**config.mk**
```make
export PLATFORM = sky130hd
export DESIGN_NAME = systolic_mac_pe
export DESIGN_NICKNAME = d
export VERILOG_FILES = /design/src/rtl/systolic_mac_pe.sv
export SDC_FILE = /design/constraint.sdc
export NUM_CORES = 1
export LEC_CHECK = 0
export BUFFER_PORTS_ARGS = -buffer_cell sky130_fd_sc_hd__clkbuf_2
export CORE_ASPECT_RATIO = 1.75
export CORE_MARGIN = 8
export CORE_UTILIZATION = 65
export DETAILED_ROUTE_END_ITERATION = 12
export PLACE_DENSITY = 0.81
export SYNTH_ARGS = -nofsm -noshare
export SYNTH_HDL_FRONTEND = slang
export SYNTH_SLANG_ARGS = --single-unit
```
**constraint.sdc**
```tcl
create_clock -name clk -period 7.2 [get_ports clk]
set_input_delay 1.44 -clock clk [delete_from_list [all_inputs] [get_ports clk]]
set_output_delay 1.44 -clock clk [all_outputs]
set_load 0.05 [all_outputs]
```
**src/rtl/systolic_mac_pe.sv**
```systemverilog
`timescale 1ns/1ps
// Systolic multiply-accumulate PE: operand pass-through, 2-stage MAC, requantised result chain.
// Define MAC_ACC_SAT_EN to make the accumulator add saturate and drive sat_flag; otherwise it wraps.
module systolic_mac_pe #(
  parameter int DATA_W    = 16,
  parameter int ACC_W     = 40,
  parameter int FRAC_BITS = 8
) (
  input  logic                     clk,
  input  logic                     rst,
  input  logic                     in_valid,
  input  logic signed [DATA_W-1:0] a_in,
  input  logic signed [DATA_W-1:0] b_in,
  output logic signed [DATA_W-1:0] a_out,
  output logic signed [DATA_W-1:0] b_out,
  output logic                     out_valid,
  input  logic                     load_res,
  output logic                     load_busy,
  input  logic                     shift_en,
  input  logic signed [DATA_W-1:0] res_in,
  input  logic                     res_vin,
  output logic signed [DATA_W-1:0] res_out,
  output logic                     res_vout,
  output logic                     sat_flag
);

  localparam int PROD_W = 2 * DATA_W;
  localparam int EXT_W  = ACC_W + 1;
  localparam int RND_SH = (FRAC_BITS > 0) ? FRAC_BITS - 1 : 0;
  localparam logic signed [EXT_W-1:0] RND    = (FRAC_BITS > 0) ? (EXT_W'(1) << RND_SH) : EXT_W'(0);
  localparam logic signed [EXT_W-1:0] RQ_MAX = EXT_W'({1'b0, {(DATA_W-1){1'b1}}});
  localparam logic signed [EXT_W-1:0] RQ_MIN = ~RQ_MAX;

  typedef enum logic [1:0] {IDLE, ACCUM, PEND} state_t;

  state_t                    state_q, state_d;
  logic                      load_take, capture;
  logic                      first_armed_q, tag_first;
  logic                      prod_v_q, prod_first_q;
  logic signed [PROD_W-1:0]  a_ext, b_ext, prod_d, prod_q;
  logic signed [ACC_W-1:0]   acc_q, prod_ext, acc_add;
  logic signed [EXT_W-1:0]   rq_sum, rq_shift;
  logic signed [DATA_W-1:0]  res_sat;

  always_ff @(posedge clk or posedge rst) begin
    if (rst) begin
      out_valid <= 1'b0;
      a_out     <= '0;
      b_out     <= '0;
    end else begin
      out_valid <= in_valid;
      if (in_valid) begin
        a_out <= a_in;
        b_out <= b_in;
      end
    end
  end

  // A load closes the running sum, so an input in the same cycle opens the next one.
  assign tag_first = first_armed_q | load_take;
  assign a_ext     = PROD_W'(a_in);
  assign b_ext     = PROD_W'(b_in);
  assign prod_d    = a_ext * b_ext;

  always_ff @(posedge clk or posedge rst) begin
    if (rst) begin
      prod_v_q      <= 1'b0;
      prod_first_q  <= 1'b0;
      prod_q        <= '0;
      first_armed_q <= 1'b1;
    end else begin
      prod_v_q      <= in_valid;
      first_armed_q <= in_valid ? 1'b0 : tag_first;
      if (in_valid) begin
        prod_q       <= prod_d;
        prod_first_q <= tag_first;
      end
    end
  end

  assign prod_ext = ACC_W'(prod_q);

`ifdef MAC_ACC_SAT_EN
  localparam logic signed [ACC_W-1:0] ACC_MAX = {1'b0, {(ACC_W-1){1'b1}}};
  localparam logic signed [ACC_W-1:0] ACC_MIN = ~ACC_MAX;
  logic signed [EXT_W-1:0] sum_ext;
  logic                    clamp;
  logic                    sat_q;

  // The extra top bit disagreeing with the sign bit means the add left the ACC_W range.
  always_comb begin
    sum_ext = EXT_W'(acc_q) + EXT_W'(prod_ext);
    clamp   = sum_ext[ACC_W] != sum_ext[ACC_W-1];
    acc_add = sum_ext[ACC_W-1:0];
    if (clamp) acc_add = sum_ext[ACC_W] ? ACC_MIN : ACC_MAX;
  end

  always_ff @(posedge clk or posedge rst) begin
    if (rst) begin
      acc_q <= '0;
      sat_q <= 1'b0;
    end else if (prod_v_q) begin
      acc_q <= prod_first_q ? prod_ext : acc_add;
      sat_q <= prod_first_q ? 1'b0 : (sat_q | clamp);
    end
  end

  assign sat_flag = sat_q;
`else
  assign acc_add = acc_q + prod_ext;

  always_ff @(posedge clk or posedge rst) begin
    if (rst) begin
      acc_q <= '0;
    end else if (prod_v_q) begin
      acc_q <= prod_first_q ? prod_ext : acc_add;
    end
  end

  assign sat_flag = 1'b0;
`endif

  always_ff @(posedge clk or posedge rst) begin
    if (rst) state_q <= IDLE;
    else     state_q <= state_d;
  end

  // A product still in S1 belongs to the closing sum, so the capture waits one cycle for it.
  always_comb begin
    state_d = state_q;
    case (state_q)
      IDLE:    if (in_valid) state_d = ACCUM;
      ACCUM:   if (load_res) begin
                 if (prod_v_q)       state_d = PEND;
                 else if (!in_valid) state_d = IDLE;
               end
      PEND:    state_d = (in_valid || (prod_v_q && prod_first_q)) ? ACCUM : IDLE;
      default: state_d = IDLE;
    endcase
  end

  always_comb begin
    load_busy = (state_q == PEND);
    load_take = load_res && (state_q != PEND);
    capture   = (state_q == PEND) || (load_res && ((state_q == IDLE) || !prod_v_q));
  end

  always_comb begin
    rq_sum   = EXT_W'(acc_q) + RND;
    rq_shift = rq_sum >>> FRAC_BITS;
    if (rq_shift > RQ_MAX)      res_sat = RQ_MAX[DATA_W-1:0];
    else if (rq_shift < RQ_MIN) res_sat = RQ_MIN[DATA_W-1:0];
    else                        res_sat = rq_shift[DATA_W-1:0];
  end

  // Any load activity this cycle takes priority over the shift chain.
  always_ff @(posedge clk or posedge rst) begin
    if (rst) begin
      res_out  <= '0;
      res_vout <= 1'b0;
    end else if (capture) begin
      res_out  <= res_sat;
      res_vout <= 1'b1;
    end else if (shift_en && !load_take) begin
      res_out  <= res_in;
      res_vout <= res_vin;
    end
  end

endmodule

```
# ---- After elaboration in Yosys (flattened, before gate mapping)
# Cells that the tools add are included.
dict set report totals {
  output_inout_bits 52
  regBits 126
  inputBits 54
  wordCells 48
}
dict set report classes {
  magnitude_cmp 2
  addsub 2
  eq_ne 6
  n_mux 14
  n_reduce_logical 12
  multipliers 1
  bitwise_logic 1
}
# operator n
set op_table {}
lappend op_table {{2-to-1 mux 16 bit} 4}
lappend op_table {{adder 40 x 9 -> 41 bit (second input constant)} 1}
lappend op_table {{adder 40 x 32 -> 40 bit} 1}
lappend op_table {{2-to-1 mux 40 bit} 1}
lappend op_table {{> comparator 33 x 16 -> 1 bit (second input constant)} 1}
lappend op_table {{< comparator 33 x 16 -> 1 bit (second input constant)} 1}
lappend op_table {{multiplier 16 x 16 -> 32 bit} 1}
lappend op_table {{2-to-1 mux 2 bit} 4}
lappend op_table {{inequality test 2 bit (second input constant)} 3}
lappend op_table {{one-hot mux 2 bit (3 select lines)} 1}
lappend op_table {{logical AND 1 bit} 4}
lappend op_table {{2-to-1 mux 1 bit} 4}
lappend op_table {{logical OR 1 bit} 3}
lappend op_table {{inequality test 3 bit (second input constant)} 1}
lappend op_table {{AND reduction 3 bit} 1}
lappend op_table {{== test 2 x 1 -> 1 bit (second input constant)} 1}
lappend op_table {{== test 2 bit (second input constant)} 1}
lappend op_table {{zero test 1 bit} 2}
lappend op_table {{zero test 2 bit} 1}
lappend op_table {{nonzero test 2 bit} 1}
lappend op_table {{bitwise OR 1 bit} 1}

# ---- Logic depth before layout (Yosys ltp)
dict set report logic_depth {
  word_depth 6
  mapped_depth 25
  depth_no_buf 24
}

# ---- Worst setup path before layout
# No wires, ideal clock.
dict set report synth_path {
  kind {input to register}
  from {input port b_in[9]}
  to {register prod_q[28]}
  required_time_ns 7.075
  stages 25
  setup_slack_ns -0.291
  setup_ns 0.125
  path_buffers 2
  arrival_time_ns 7.366
  path_cell_list {clkbuf_1 > clkbuf_1 > nand2_1 > fa_1 > inv_1 > fa_1 > inv_1 > fa_1 > inv_1 > fa_1 > fa_1 > inv_1 > fa_1 > inv_1 > ha_1 > a21o_1 > a21o_1 > a21oi_1 > nand2_1 > o221ai_1 > o21ai_0 > a41oi_1 > o21ai_0 > xnor2_1 > mux2_2}
}
dict set report synth_between {
  elab_chain_len 1
}
# item line_no
set synth_rtl {}
lappend synth_rtl {{start: declaration} 13} ;# input logic signed [DATA_W-1:0] b_in,
lappend synth_rtl {{multiplier 16 x 16 -> 32 bit} 63} ;# assign prod_d = a_ext * b_ext;
lappend synth_rtl {{end signal: assignment} 75} ;# prod_q <= prod_d;
lappend synth_rtl {{end: declaration} 40} ;# logic signed [PROD_W-1:0] a_ext, b_ext, prod_d, prod_q;
# Every way passes these cells.
# A chain may end at the register's enable or synchronous reset.

# ---- Worst setup path in the final report
dict set report layout_path {
  from {input port b_in[6]}
  to {register prod_q[31]}
}
# The elaborated chain is that of the path after synthesis.

==> metrics.txt <==
status=finished clean; htree depth=4; most common cell after layout, fill and taps aside=inv_1; Avg Cell Area, Syn=9.07 µm²; GRT Util Overall=29.4%; final hold violation count=0; maximum clock rate=142 MHz; vias in the first global route=15903; finished layout cell area=0.0203 mm²; Die Width=142 µm; warnings from Yosys=0; slew margin rel.=33.4%; crit end category=flop; commonest cells after routing, fill and taps aside=352 x inv_1, 262 x fa_1, 209 x nand2_1, 137 x buf_4, 124 x dfrtp_1; Mapped Cells=1976; Final #Nets=2603; TritonCTS clock tree=yes; Cell Count Post-Placement=2513; drt pass-1 iters=5; GR Overflow Total=0; Post-CTS Hold Fix Bufs=0; Post-Route WL=46900 µm; share of cells above drive strength 1=17.5%; Area growth syn-to-layout=13.2%; Core ar.=0.0272 mm²; global-route wire length before repair=77500 µm; Row Count=80; Port Buf Inserts=104; Die Y=236 µm; Worst path slowest cell=fa_1; Final Max Tran Viols=0; I/O Pins=106; clk root buf=clkbuf_16; Diodes inserted=0; pin count of the biggest net entering global routing=80; DP HPWL=38100 µm; Worst Tran Pin Value=1000 ps; RSZ-0062 raised after global routing=no; DRC Markers=0; Setup-failing EPs final=0; crit-path max cell delay=550 ps; antenna-violating nets left=0; Max-cap violations=0; initial antenna violation count=0; worst slack, placed=-248 ps; via/cell ratio=5.73; setup skew after layout=11.8 ps; Worst-path clk slew=60 ps; clk sinks=126; top_reg_cell synth=dfrtp_1; Cell variety after synth=74; area of the mapped netlist=0.0179 mm²; Post-synth ARST share=100%; final RePlAce weighted congestion=1.01; cts bufs inserted=17; CP Class=in2reg; HP Class=reg2reg; min Tclk post-route=7020 ps; Clk Latency, worst-skew pair=450 ps; Seq/Total Area, Yosys=17.6%; number of synthesized flops with an enable pin=0; placed inst area=0.0196 mm²; CP arrival=7300 ps; Req. time, crit path=7490 ps; Startpoint Class=input pin; Vias=14581; CTS Buffer Depth=2; CP dominant cell by count=inv_1; Wirelength per Cell=18.4 µm; crit share post-route=97.5%; DR iter-0 viols=800; final worst setup slack=181 ps; Initial Util=65.8%; setup TNS=0 ps; Max Fanout on Critical Path=9; Syn Nets=2415; flops & latches, synth=126; final cell count without fillers=2546; Die Area=0.0333 mm²
-- registers in the layout, indices dropped and copies added, names as in the netlist --
signal         flops
prod_v_q           1
b_out             16
prod_first_q       1
acc_q             40
res_out           16
prod_q            32
state_q            2
res_vout           1
a_out             16
first_armed_q      1
-- cell families after synthesis --
group | synth area share [%]
compound gates | 10.3
simple gates | 16.5
buf+inv | 9.17
xor+xnor | 4.01
other cells | 0.0209
flops | 17.6
fa+ha+maj | 37.9
mux | 4.48
-- layer usage --
layer  part of all wire [%]  track usage, %  vias to the layer above
met5                      0               0                        -
met4                    5.0            15.8                        0
met3                    4.4            4.41                      164
met2                     55            56.4                      487
met1                     35            29.4                     7259
li1                       -               -                     6671
-- stage by stage --
step	util, %	hold WS (ps)
finish	74.5	508
CTS	74.4	511
detailed placement	72.1	497
global route	74.5	523
floorplan	-	481
global placement	72.1	487
-- worst max-delay path: cells and delay by family --
family,cells,cell delay (ps)
simple gates,2,290
compound gates,8,1590
xor+xnor,1,150
buf+inv,9,810
fa+ha+maj,7,3010
-- worst paths after layout --
kind | from | to | slack [ps] | depth (start not counted)
worst max-delay path | b_in[6] | prod_q[31] | 180 | 27
worst min-delay path | b_out[9] | b_out[9] | 510 | 1
worst max register to register | prod_q[0] | acc_q[34] | 3360 | 14
worst min register to register | b_out[9] | b_out[9] | 510 | 1
max in group asynchronous | rst | prod_q[12] | 4630 | 3
min in group asynchronous | rst | prod_v_q | 1100 | 2
-- repair_timing --
item,CTS,global route
resized for setup,0,7
buffers inserted,0,1
endpoints found under the setup margin,0,6
-- synth_stat cells, types with 10 or more instances --
master / n / area, µm²
clkbuf_1: 57 / 214
fa_1: 263 / 5270
a31oi_1: 15 / 93.8
nand2_1: 209 / 785
a21o_1: 24 / 180
or3_1: 21 / 131
nor2_1: 92 / 345
inv_1: 353 / 1330
nand2b_1: 18 / 113
o21bai_1: 10 / 75.1
and2_1: 114 / 713
xnor2_1: 59 / 517
nor3_1: 24 / 120
a21oi_2: 10 / 87.6
ha_1: 122 / 1530
and3_1: 20 / 125
mux2_2: 57 / 642
o21a_1: 15 / 113
o21ai_0: 62 / 310
mux2i_1: 16 / 160
dfrtp_1: 125 / 3130
xor2_1: 23 / 201
a21oi_1: 105 / 526
nand3_1: 35 / 175
-- final cells by class --
class | count | area, µm²
repair buffers | 241 | 1560
flip-flops and latches | 126 | 3160
clock buffers | 17 | 425
well taps | 369 | 462
inverters | 354 | 1330
clock inverters | 15 | 176
multi-input cells | 1424 | 13200
fillers | 2001 | 6950
Power is not shown: default switching activity piles up to over one toggle a cycle in this logic, so the estimate is an artifact.
